**config.mk**
```make
export PLATFORM = sky130hd
export DESIGN_NAME = embcpu_nios2_qsys_0_oci_dct_packer_flat
export DESIGN_NICKNAME = d
export VERILOG_FILES = /design/src/rtl/embcpu_nios2_qsys_0_oci_dct_packer_if.sv /design/src/rtl/embcpu_nios2_qsys_0_oci_dct_packer.sv /design/src/flat_wrapper.sv
export SDC_FILE = /design/constraint.sdc
export NUM_CORES = 1
export LEC_CHECK = 0
export ABC_AREA = 1
export CAP_MARGIN = 15
export CORE_ASPECT_RATIO = 1.4
export CORE_MARGIN = 2
export CORE_UTILIZATION = 48
export CTS_CLUSTER_DIAMETER = 30
export DETAILED_ROUTE_END_ITERATION = 8
export HOLD_SLACK_MARGIN = 0.05
export MAX_ROUTING_LAYER = met4
export PLACE_DENSITY_LB_ADDON = 0.25
export SKIP_LAST_GASP = 1
export SLEW_MARGIN = 30
export SYNTH_ARGS = -nofsm -noshare
export SYNTH_HDL_FRONTEND = slang
export SYNTH_SLANG_ARGS = --single-unit
```
**constraint.sdc**
```tcl
create_clock -name clk -period 2.2 [get_ports clk]
set_clock_uncertainty 0.2 [all_clocks]
set_input_delay 0.44 -clock clk [delete_from_list [all_inputs] [get_ports clk]]
set_output_delay 0.44 -clock clk [all_outputs]
set_load 0.005 [all_outputs]
```
**src/rtl/embcpu_nios2_qsys_0_oci_dct_packer_if.sv**
```systemverilog
// Handshake and status bundle between the branch-direction code source,
// the packer and the downstream trace FIFO.
interface embcpu_nios2_qsys_0_oci_dct_packer_if;
  logic        trc_on;
  logic        dct_in_valid;
  logic [1:0]  dct_in_code;
  logic        flush;
  logic        overflow_clr;
  logic        frame_ready;
  logic        frame_valid;
  logic [35:0] frame_data;
  logic [29:0] dct_buffer;
  logic [3:0]  dct_count;
  logic        overflow;

  modport master (
    output trc_on, dct_in_valid, dct_in_code, flush, overflow_clr, frame_ready,
    input  frame_valid, frame_data, dct_buffer, dct_count, overflow
  );

  modport slave (
    input  trc_on, dct_in_valid, dct_in_code, flush, overflow_clr, frame_ready,
    output frame_valid, frame_data, dct_buffer, dct_count, overflow
  );
endinterface

```
**src/rtl/embcpu_nios2_qsys_0_oci_dct_packer.sv**
```systemverilog
// Packs 2-bit branch-direction codes into 36-bit trace frames
// {2'b10, count, buffer}. Up to 15 codes per frame; a flush emits a partial
// frame. One output frame register with valid/ready handshake; codes that
// arrive while both the accumulator and the output slot are full are dropped
// and recorded in a sticky overflow flag.
module embcpu_nios2_qsys_0_oci_dct_packer (
  input  logic clk,
  input  logic reset,
  embcpu_nios2_qsys_0_oci_dct_packer_if.slave bus
);

  // Shift a new code in at the LSB end; oldest code drifts upward.
  function automatic logic [29:0] shift_in(input logic [29:0] b, input logic [1:0] c);
    return {b[27:0], c};
  endfunction

  // Registered state
  logic [29:0] buf_p1;
  logic [3:0]  cnt_p1;
  logic        flush_pend_p1;
  logic        vld_p1;
  logic [35:0] frame_p1;
  logic        overflow_p1;

  // Combinational view of this cycle
  logic        slot_free;
  logic        code_in;
  logic        full;
  logic        flush_pend_p0;
  logic [29:0] buf_p0;
  logic [3:0]  cnt_p0;
  logic        emit;
  logic        drop;
  logic [29:0] buf_nxt;
  logic [3:0]  cnt_nxt;
  logic        flush_pend_nxt;

  // Stage p0: append the offered code (acc'), decide emit/drop, next accumulator.
  always_comb begin
    slot_free     = !vld_p1 || bus.frame_ready;
    code_in       = bus.trc_on && bus.dct_in_valid;
    full          = (cnt_p1 == 4'd15);
    flush_pend_p0 = flush_pend_p1 || bus.flush;

    buf_p0 = buf_p1;
    cnt_p0 = cnt_p1;
    if (code_in && !full) begin
      buf_p0 = shift_in(buf_p1, bus.dct_in_code);
      cnt_p0 = cnt_p1 + 4'd1;
    end

    emit = slot_free && ((cnt_p0 == 4'd15) || (flush_pend_p0 && (cnt_p0 != 4'd0)));
    drop = code_in && full && !slot_free;

    buf_nxt = buf_p0;
    cnt_nxt = cnt_p0;
    if (emit) begin
      buf_nxt = '0;
      cnt_nxt = '0;
      // A full accumulator leaves as-is; the incoming code starts the next frame.
      if (code_in && full) begin
        buf_nxt = {28'd0, bus.dct_in_code};
        cnt_nxt = 4'd1;
      end
    end

    // An empty flush is simply consumed; otherwise it waits for a free slot.
    flush_pend_nxt = emit ? 1'b0 : (flush_pend_p0 && (cnt_p0 != 4'd0));
  end

  // Stage p1: accumulator, output frame slot and sticky overflow registers.
  always_ff @(posedge clk) begin
    if (reset) begin
      buf_p1        <= '0;
      cnt_p1        <= '0;
      flush_pend_p1 <= 1'b0;
      vld_p1        <= 1'b0;
      frame_p1      <= '0;
      overflow_p1   <= 1'b0;
    end else begin
      buf_p1        <= buf_nxt;
      cnt_p1        <= cnt_nxt;
      flush_pend_p1 <= flush_pend_nxt;
      if (emit) begin
        vld_p1   <= 1'b1;
        frame_p1 <= {2'b10, cnt_p0, buf_p0};
      end else if (bus.frame_ready) begin
        vld_p1 <= 1'b0;
      end
      if (drop) begin
        overflow_p1 <= 1'b1;
      end else if (bus.overflow_clr) begin
        overflow_p1 <= 1'b0;
      end
    end
  end

  assign bus.frame_valid = vld_p1;
  assign bus.frame_data  = frame_p1;
  assign bus.dct_buffer  = buf_p1;
  assign bus.dct_count   = cnt_p1;
  assign bus.overflow    = overflow_p1;

endmodule
```
**src/flat_wrapper.sv**
```systemverilog
// flat-port wrapper written by rule: the top's interface ports become plain ports
module embcpu_nios2_qsys_0_oci_dct_packer_flat 
  (clk, reset, bus_trc_on, bus_dct_in_valid, bus_dct_in_code, bus_flush, bus_overflow_clr, bus_frame_ready, bus_frame_valid, bus_frame_data, bus_dct_buffer, bus_dct_count, bus_overflow);
  embcpu_nios2_qsys_0_oci_dct_packer_if bus_i ();
  input  logic clk;
  input  logic reset;
  input wire logic [$bits(bus_i.trc_on)-1:0] bus_trc_on;
  input wire logic [$bits(bus_i.dct_in_valid)-1:0] bus_dct_in_valid;
  input wire logic [$bits(bus_i.dct_in_code)-1:0] bus_dct_in_code;
  input wire logic [$bits(bus_i.flush)-1:0] bus_flush;
  input wire logic [$bits(bus_i.overflow_clr)-1:0] bus_overflow_clr;
  input wire logic [$bits(bus_i.frame_ready)-1:0] bus_frame_ready;
  output wire logic [$bits(bus_i.frame_valid)-1:0] bus_frame_valid;
  output wire logic [$bits(bus_i.frame_data)-1:0] bus_frame_data;
  output wire logic [$bits(bus_i.dct_buffer)-1:0] bus_dct_buffer;
  output wire logic [$bits(bus_i.dct_count)-1:0] bus_dct_count;
  output wire logic [$bits(bus_i.overflow)-1:0] bus_overflow;
  assign bus_i.trc_on = bus_trc_on;
  assign bus_i.dct_in_valid = bus_dct_in_valid;
  assign bus_i.dct_in_code = bus_dct_in_code;
  assign bus_i.flush = bus_flush;
  assign bus_i.overflow_clr = bus_overflow_clr;
  assign bus_i.frame_ready = bus_frame_ready;
  assign bus_frame_valid = bus_i.frame_valid;
  assign bus_frame_data = bus_i.frame_data;
  assign bus_dct_buffer = bus_i.dct_buffer;
  assign bus_dct_count = bus_i.dct_count;
  assign bus_overflow = bus_i.overflow;
  embcpu_nios2_qsys_0_oci_dct_packer u_core (.clk(clk), .reset(reset), .bus(bus_i));
endmodule
```
==> reports/qor.yml, run 1 <==
synthSimpleGateAreaFrac: 0.279
via_count: 3023
drv_cap: 0
fmax_ghz: 0.471
synth.distinct_cells: 27
antenna_cells: 0
muxShareOfSynthArea: 0.00663
drc_errors: 0
report.final.slew_viol_count: 0
synth_seq_cells: 72
path_class: "primary input to register"
placed_area_sq_mm: 0.00410
hpwl_um: 5090
r2r-start: "u_core.bus.dct_count[0]"
syn-instance-count: 400
layout_min_cycle_time_ns: 2.13
crit_arrival_ns: 2.20
finalCritPeriodShare: 0.966
wirelength_um: 8270
start_util: 0.489
cts_tree: "done"
clk_latency_ns: 0.34
ctsHoldBuffers: 0
synth_nets: 410
wl_per_cell_um: 14.1
critical_path_required_ns: 2.28
synth_top_family_by_area: "simple AND/OR/NAND/NOR gates"
cts.root.buffer_cell: "clkbuf_8"
synth-compound-area-share: 0.138
core_sq_mm: 0.00617
num_rows: 34
grt_antenna_before_repair: 0
area_growth_pct: 53.5
die_width_um: 71.0
clk_pin_slew_ns: 0.08
netlist_area_sq_mm: 0.00302
die_y_um: 97.8
cts.path.max_buffers: 2
regToRegEndpoint: "u_core.bus.dct_buffer[26]"
grt_pass1_vias: 2621
h-tree-depth: 3
place_ws_ns: -0.282
gp_congestion: 0.846
setup_tns_ns: 0
synth_top_cell_by_area: "dfxtp_1"
drt_iter0_markers: 144
viasPerCell: 5.16
crit_path_start_kind: "primary input"
synth_top_area_share: 0.477
ir_drop_mv: 0.475
io_buffer_count: 79
reg2reg_depth: 13
grt_pass1_wl_um: 12000
cp-end-kind: "register"
layout-drive-gt1-share: 0.220
grt_max_degree: 28
cp-startpoint: "bus_dct_in_valid"
grt_use_total: 0.221
hold_path.class: "register to register"
cp_max_fo: 6
power.leakage_nw: 1.95
setup_ws_ns: 0.0748
first_pass_iters: 4
final_antenna_net_count: 0
avgSynthCellArea_sq_um: 7.55
setup_viol: 0
rrSetupSlack_ns: 0.11
synthAdderAreaFrac: 0.00414
cts_buffers: 9
nets: 519
powerDensity_mw_per_mm2: 698
clock-sinks: 72
grt_overflow: 0
postLayoutCellArea_sq_mm: 0.00463
synth_area_leaders: "dfxtp_1, nor2_1, nand2_1"
synth-xor-area-share: 0
cp-endpoint: "u_core.bus.dct_buffer[19]"
finalHoldViolCount: 0
yosysSeqAreaShare: 0.477
outcome: "finished, final reports clean"
yosysWarnings: 0
die-area_sq_mm: 0.00695
post-route-util: 0.751
io-pin-count: 81
flip-flops by register name, summed over array words and instances, names as in the netlist:
signal / flops
u_core.bus.dct_buffer: 30
u_core.bus.dct_count: 4
u_core.bus.frame_data: 35
u_core.bus.frame_valid: 1
u_core.bus.overflow: 1
u_core.flush_pend_p1: 1
how the worst min path moves through the flow:
stage | slack, ns | to | cells after the start | from
after CTS | 0.25 | u_core.bus.frame_data[35] | 2 | u_core.bus.frame_data[35]
after floorplan | 0.24 | u_core.bus.frame_data[35] | 2 | u_core.bus.frame_data[35]
after global routing | 0.28 | u_core.bus.frame_data[35] | 2 | u_core.bus.frame_data[35]
final | 0.25 | u_core.bus.frame_data[35] | 2 | u_core.bus.frame_data[35]
after detailed placement | 0.24 | u_core.bus.frame_data[35] | 2 | u_core.bus.frame_data[35]
after global placement | 0.24 | u_core.bus.frame_data[35] | 2 | u_core.bus.frame_data[35]
synthesized netlist by cell type (all sizes together):
| library cell | number |
|---|---|
| a21oi | 48 |
| a32o | 1 |
| buf | 15 |
| clkbuf | 13 |
| conb | 1 |
| dfxtp | 72 |
| ha | 1 |
| inv | 32 |
| mux2i | 2 |
| nand2 | 66 |
| nand3 | 42 |
| nand3b | 1 |
| nand4 | 2 |
| nor2 | 85 |
| nor3 | 1 |
| o21ai | 18 |
logic make-up (layout without fill, tap and decap cells):
family,count (synthesis),in the layout
muxes,2,2
other,1,1
and+or+nand+nor,197,198
adders and majority gates,1,1
AOI/OAI and AO/OA,67,67
buffers and inverters,60,173
DFF,72,72
worst max-delay path, cell delays in order:
cell and delay (ns):
clkdlybuf4s50_1 0.47, nand2_2 0.08, clkinv_4 0.09, nand2_8 0.07, nand2_2 0.07, nand2_2 0.07
nor2_2 0.11, nand3_2 0.10, nand2_4 0.14, nand2_8 0.11, nand2_8 0.10, nand2_8 0.08
clkbuf_16 0.18, nor2_1 0.09
per-layer routing:
metal | vias up | GRT usage | share of wire
met5 | - | - | 0
li1 | 1499 | - | -
met4 | 0 | 0.0784 | 0.016
met3 | 10 | 0.0516 | 0.049
met1 | 1433 | 0.268 | 0.40
met2 | 81 | 0.359 | 0.54
cells in the final DEF, fill, tap and decap left out, types with 3 or more instances in the layout:
master | Yosys | routed
nand2_8 | 0 | 4
nand2_2 | 3 | 6
buf_12 | 0 | 7
nand3_1 | 41 | 40
o21ai_1 | 3 | 3
a21oi_1 | 29 | 27
clkdlybuf4s50_1 | 0 | 79
inv_1 | 30 | 29
nor2_1 | 84 | 76
clkbuf_16 | 0 | 6
nor2_2 | 1 | 8
buf_6 | 0 | 3
clkbuf_8 | 0 | 10
dfxtp_1 | 72 | 70
a21oi_2 | 19 | 21
o21ai_0 | 14 | 14
nand2_1 | 60 | 55
buf_4 | 4 | 30
report_power, final:
group	switching, W	internal [W]	leakage, nW	total, W
Combinational	0.000335	0.000411	1.26	0.000746
Sequential	0.0000594	0.00139	0.588	0.00145
Clock	0.000484	0.000553	0.0993	0.00104
layout make-up:
cell class | instances | area, sq um
flip-flops and latches | 72 | 1440
fillers | 455 | 1530
clock inverters | 5 | 56.3
clock buffers | 11 | 141
well taps | 72 | 90.1
multi-input cells | 269 | 1440
inverters | 32 | 125
repair buffers | 125 | 1340
timing repair:
item                                    in CTS  in global routing
buffers inserted                             0                  1
endpoints found under the setup margin       0                 70
resized for setup                            0                 33
per-stage QoR:
| step | total power, W | cells | hold WS [ns] |
|---|---|---|---|
| after floorplan | 0.00180 | 400 | 0.241 |
| after global placement | 0.00210 | 560 | 0.237 |
| after detailed placement | 0.00212 | 560 | 0.240 |
| after CTS | 0.00314 | 576 | 0.251 |
| after global routing | 0.00338 | 586 | 0.276 |
| final | 0.00324 | 586 | 0.249 |
Power figures use the tool's default switching activity.
==> run 2, diff against run 1 <==
--- a/config.mk
+++ b/config.mk
@@ -9,7 +9,7 @@
 export CAP_MARGIN = 15
 export CORE_ASPECT_RATIO = 1.4
 export CORE_MARGIN = 2
-export CORE_UTILIZATION = 48
+export CORE_UTILIZATION = 43
 export CTS_CLUSTER_DIAMETER = 30
 export DETAILED_ROUTE_END_ITERATION = 8
 export HOLD_SLACK_MARGIN = 0.05
==> constraint.sdc (replaced) <==
create_clock -name clk -period 1.9 [get_ports clk]
set_clock_uncertainty 0.2 [all_clocks]
set_input_delay 0.38 -clock clk [delete_from_list [all_inputs] [get_ports clk]]
set_output_delay 0.38 -clock clk [all_outputs]
set_load 0.005 [all_outputs]
==> reports/qor.yml, run 2 (synthesis gave the netlist of run 1 again) <==
power.leakage_nw: 2.11  # was 1.95 nW
grt_antenna_before_repair: 0  # unchanged
cp_max_fo: 7  # was 6
drc_errors: 0  # unchanged
die_y_um: 103  # was 97.8 um
ctsHoldBuffers: 0  # unchanged
setup_viol: 71  # was 0
layout-drive-gt1-share: 0.262  # was 0.220
grt_max_degree: 28  # unchanged
critical_path_required_ns: 1.94  # was 2.28 ns
crit_chain: "ha_4 > nand3_4 > nand2_8 > nand2_4 > nand2_4 > nor2_4 > nand3_4 > nand2_4 > nand2_8 > buf_6 > buf_16 > a21oi_4 > nor2_1"  # was clkdlybuf4s50_1 > nand2_2 > clkinv_4 > nand2_8 > nand2_2 > nand2_2 > nor2_2 > nand3_2 > nand2_4 > nand2_8 > nand2_8 > nand2_8 > clkbuf_16 > nor2_1
final_cell_mix: "nor2_1, clkdlybuf4s50_1, dfxtp_1"  # was clkdlybuf4s50_1, nor2_1, dfxtp_1
finalHoldViolCount: 0  # unchanged
fmax_ghz: 0.478
violations: "negative setup slack"
busiest_layer: "met2"  # unchanged
largest_reg_flops: 35  # unchanged
grtUsageMet3: 0.0499  # was 0.0516
io-pin-count: 81  # unchanged
nets: 540  # was 519
core_sq_mm: 0.00689  # was 0.00617 sq mm
grt_pass1_wl_um: 13700  # was 12000 um
clk_latency_ns: 0.35  # was 0.34 ns
start_util: 0.438  # was 0.489
gp_congestion: 0.962  # was 0.846
placed_area_sq_mm: 0.00421  # was 0.00410 sq mm
grt_use_met2: 0.410  # was 0.359
slowest_delay_ns: 0.36  # was 0.47 ns
layout_min_cycle_time_ns: 2.09
crit_path_start_kind: "register"  # was primary input
finalCritPeriodShare: 1.10
grt_use_total: 0.246  # was 0.221
drv_cap: 0  # unchanged
rrSetupSlack_ns: -0.19  # was 0.11 ns
cpMaxStageDelayCell: "dfxtp_4"  # was clkdlybuf4s50_1
critPathMostFrequentCell: "nand2_4"  # was nand2_8
final_antenna_net_count: 0  # unchanged
report.final.slew_viol_count: 0  # unchanged
grt_pass1_vias: 2852  # was 2621
powerDensity_mw_per_mm2: 757  # was 698 mW/mm^2
crit_arrival_ns: 2.13  # was 2.20 ns
ir_drop_mv: 0.427  # was 0.475 mV
layout_commonest_cell: "nor2_1"  # was clkdlybuf4s50_1
die_width_um: 74.8  # was 71.0 um
h-tree-depth: 3  # unchanged
r2r-start: "u_core.bus.dct_count[1]"  # was u_core.bus.dct_count[0]
whs_ns: 0.269  # was 0.249 ns
die-area_sq_mm: 0.00772  # was 0.00695 sq mm
drt_iter0_markers: 157  # was 144
postLayoutCellArea_sq_mm: 0.00484  # was 0.00463 sq mm
io_buffer_count: 79  # unchanged
area_growth_pct: 60.3  # was 53.5%
wirelength_um: 9280  # was 8270 um
path_class: "register to register"  # was primary input to register
first_pass_iters: 4  # unchanged
grt_overflow: 0  # unchanged
cts_tree: "done"  # unchanged
num_rows: 36  # was 34
setup_ws_ns: -0.191  # was 0.0748 ns
hp-start: "u_core.bus.frame_data[35]"  # unchanged
cts_buffers: 9  # unchanged
cp-end-kind: "register"  # unchanged
outcome: "complete, but fails checks"  # was finished, final reports clean
worst_hold_path.endpoint: "u_core.bus.frame_data[35]"  # unchanged
rsz0062_at_grt: "true"
viasPerCell: 4.91  # was 5.16
min_path_cells: 2  # unchanged
cp-startpoint: "u_core.bus.dct_count[1]"  # was bus_dct_in_valid
reg2reg_depth: 13  # unchanged
regToRegEndpoint: "u_core.bus.frame_data[20]"  # was u_core.bus.dct_buffer[26]
antenna_cells: 0  # unchanged
use_met1: 0.274  # was 0.268
wl_per_cell_um: 14.8  # was 14.1 um
cts.path.max_buffers: 2  # unchanged
cts.root.buffer_cell: "clkbuf_8"  # unchanged
clock-sinks: 72  # unchanged
via_count: 3088  # was 3023
clk_pin_slew_ns: 0.07  # was 0.08 ns
post-route-util: 0.702  # was 0.751
hold_path.class: "register to register"  # unchanged
hpwl_um: 5340  # was 5090 um
==> run 2: metrics by stage <==
step	setup TNS, ns	instances	power, W	worst slack (ns)
floorplan	0	400	0.00209	0.0240
global placement	-31.87	590	0.00244	-0.474
global route	-15.09	629	0.00386	-0.266
CTS	-3.34	627	0.00363	-0.107
finish	-9.89	629	0.00366	-0.191
detailed placement	-33.46	590	0.00245	-0.511
==> run 2: critical path, delay by kind of cell (launching register included) <==
family                     cells  cell delay (ns)
and+or+nand+nor                9             0.84
AOI/OAI and AO/OA              1             0.12
DFF                            1             0.36
adders and majority gates      1             0.17
buffers and inverters          2             0.28
==> run 2: cell type report <==
type | instances | area, sq um
inverters | 32 | 123
repair buffers | 147 | 1480
multi-input cells | 268 | 1490
fillers | 558 | 2050
clock inverters | 3 | 17.5
flip-flops and latches | 72 | 1450
clock buffers | 12 | 155
well taps | 95 | 119
==> run 2: per-layer routing <==
layer / share of wire / up-vias / wire [um]
met5: 0 / - / 0
met4: 0.024 / 0 / 224
met3: 0.044 / 18 / 411
met2: 0.54 / 88 / 5050
met1: 0.39 / 1450 / 3590
li1: - / 1532 / -
==> run 2: how the worst max path moves through the flow <==
| stage | end | depth (start not counted) | slack (ns) |
|---|---|---|---|
| 6_report | u_core.bus.frame_data[20] | 13 | -0.19 |
| 5_1_grt | u_core.bus.frame_data[24] | 13 | -0.27 |
| 4_1_cts | u_core.bus.frame_data[23] | 13 | -0.11 |
| 3_5_place_dp | u_core.bus.frame_data[1] | 12 | -0.51 |
| 3_3_place_gp | u_core.bus.frame_data[1] | 12 | -0.47 |
| 2_1_floorplan | u_core.bus.frame_data[27] | 13 | 0.02 |
==> run 2: timing repair <==
item,CTS,global route
pin swaps,17,15
endpoints found under the setup margin,74,75
resized for setup,41,19
setup buffers,21,2
hold endpoints to repair,0,0
cloned,3,1
==> run 2: report_power, final <==
| group | internal (W) | total (W) | switching (W) |
|---|---|---|---|
| combinational | 0.000486 | 0.000893 | 0.000407 |
| clock | 0.000534 | 0.00109 | 0.000552 |
| sequential | 0.00161 | 0.00168 | 0.0000704 |
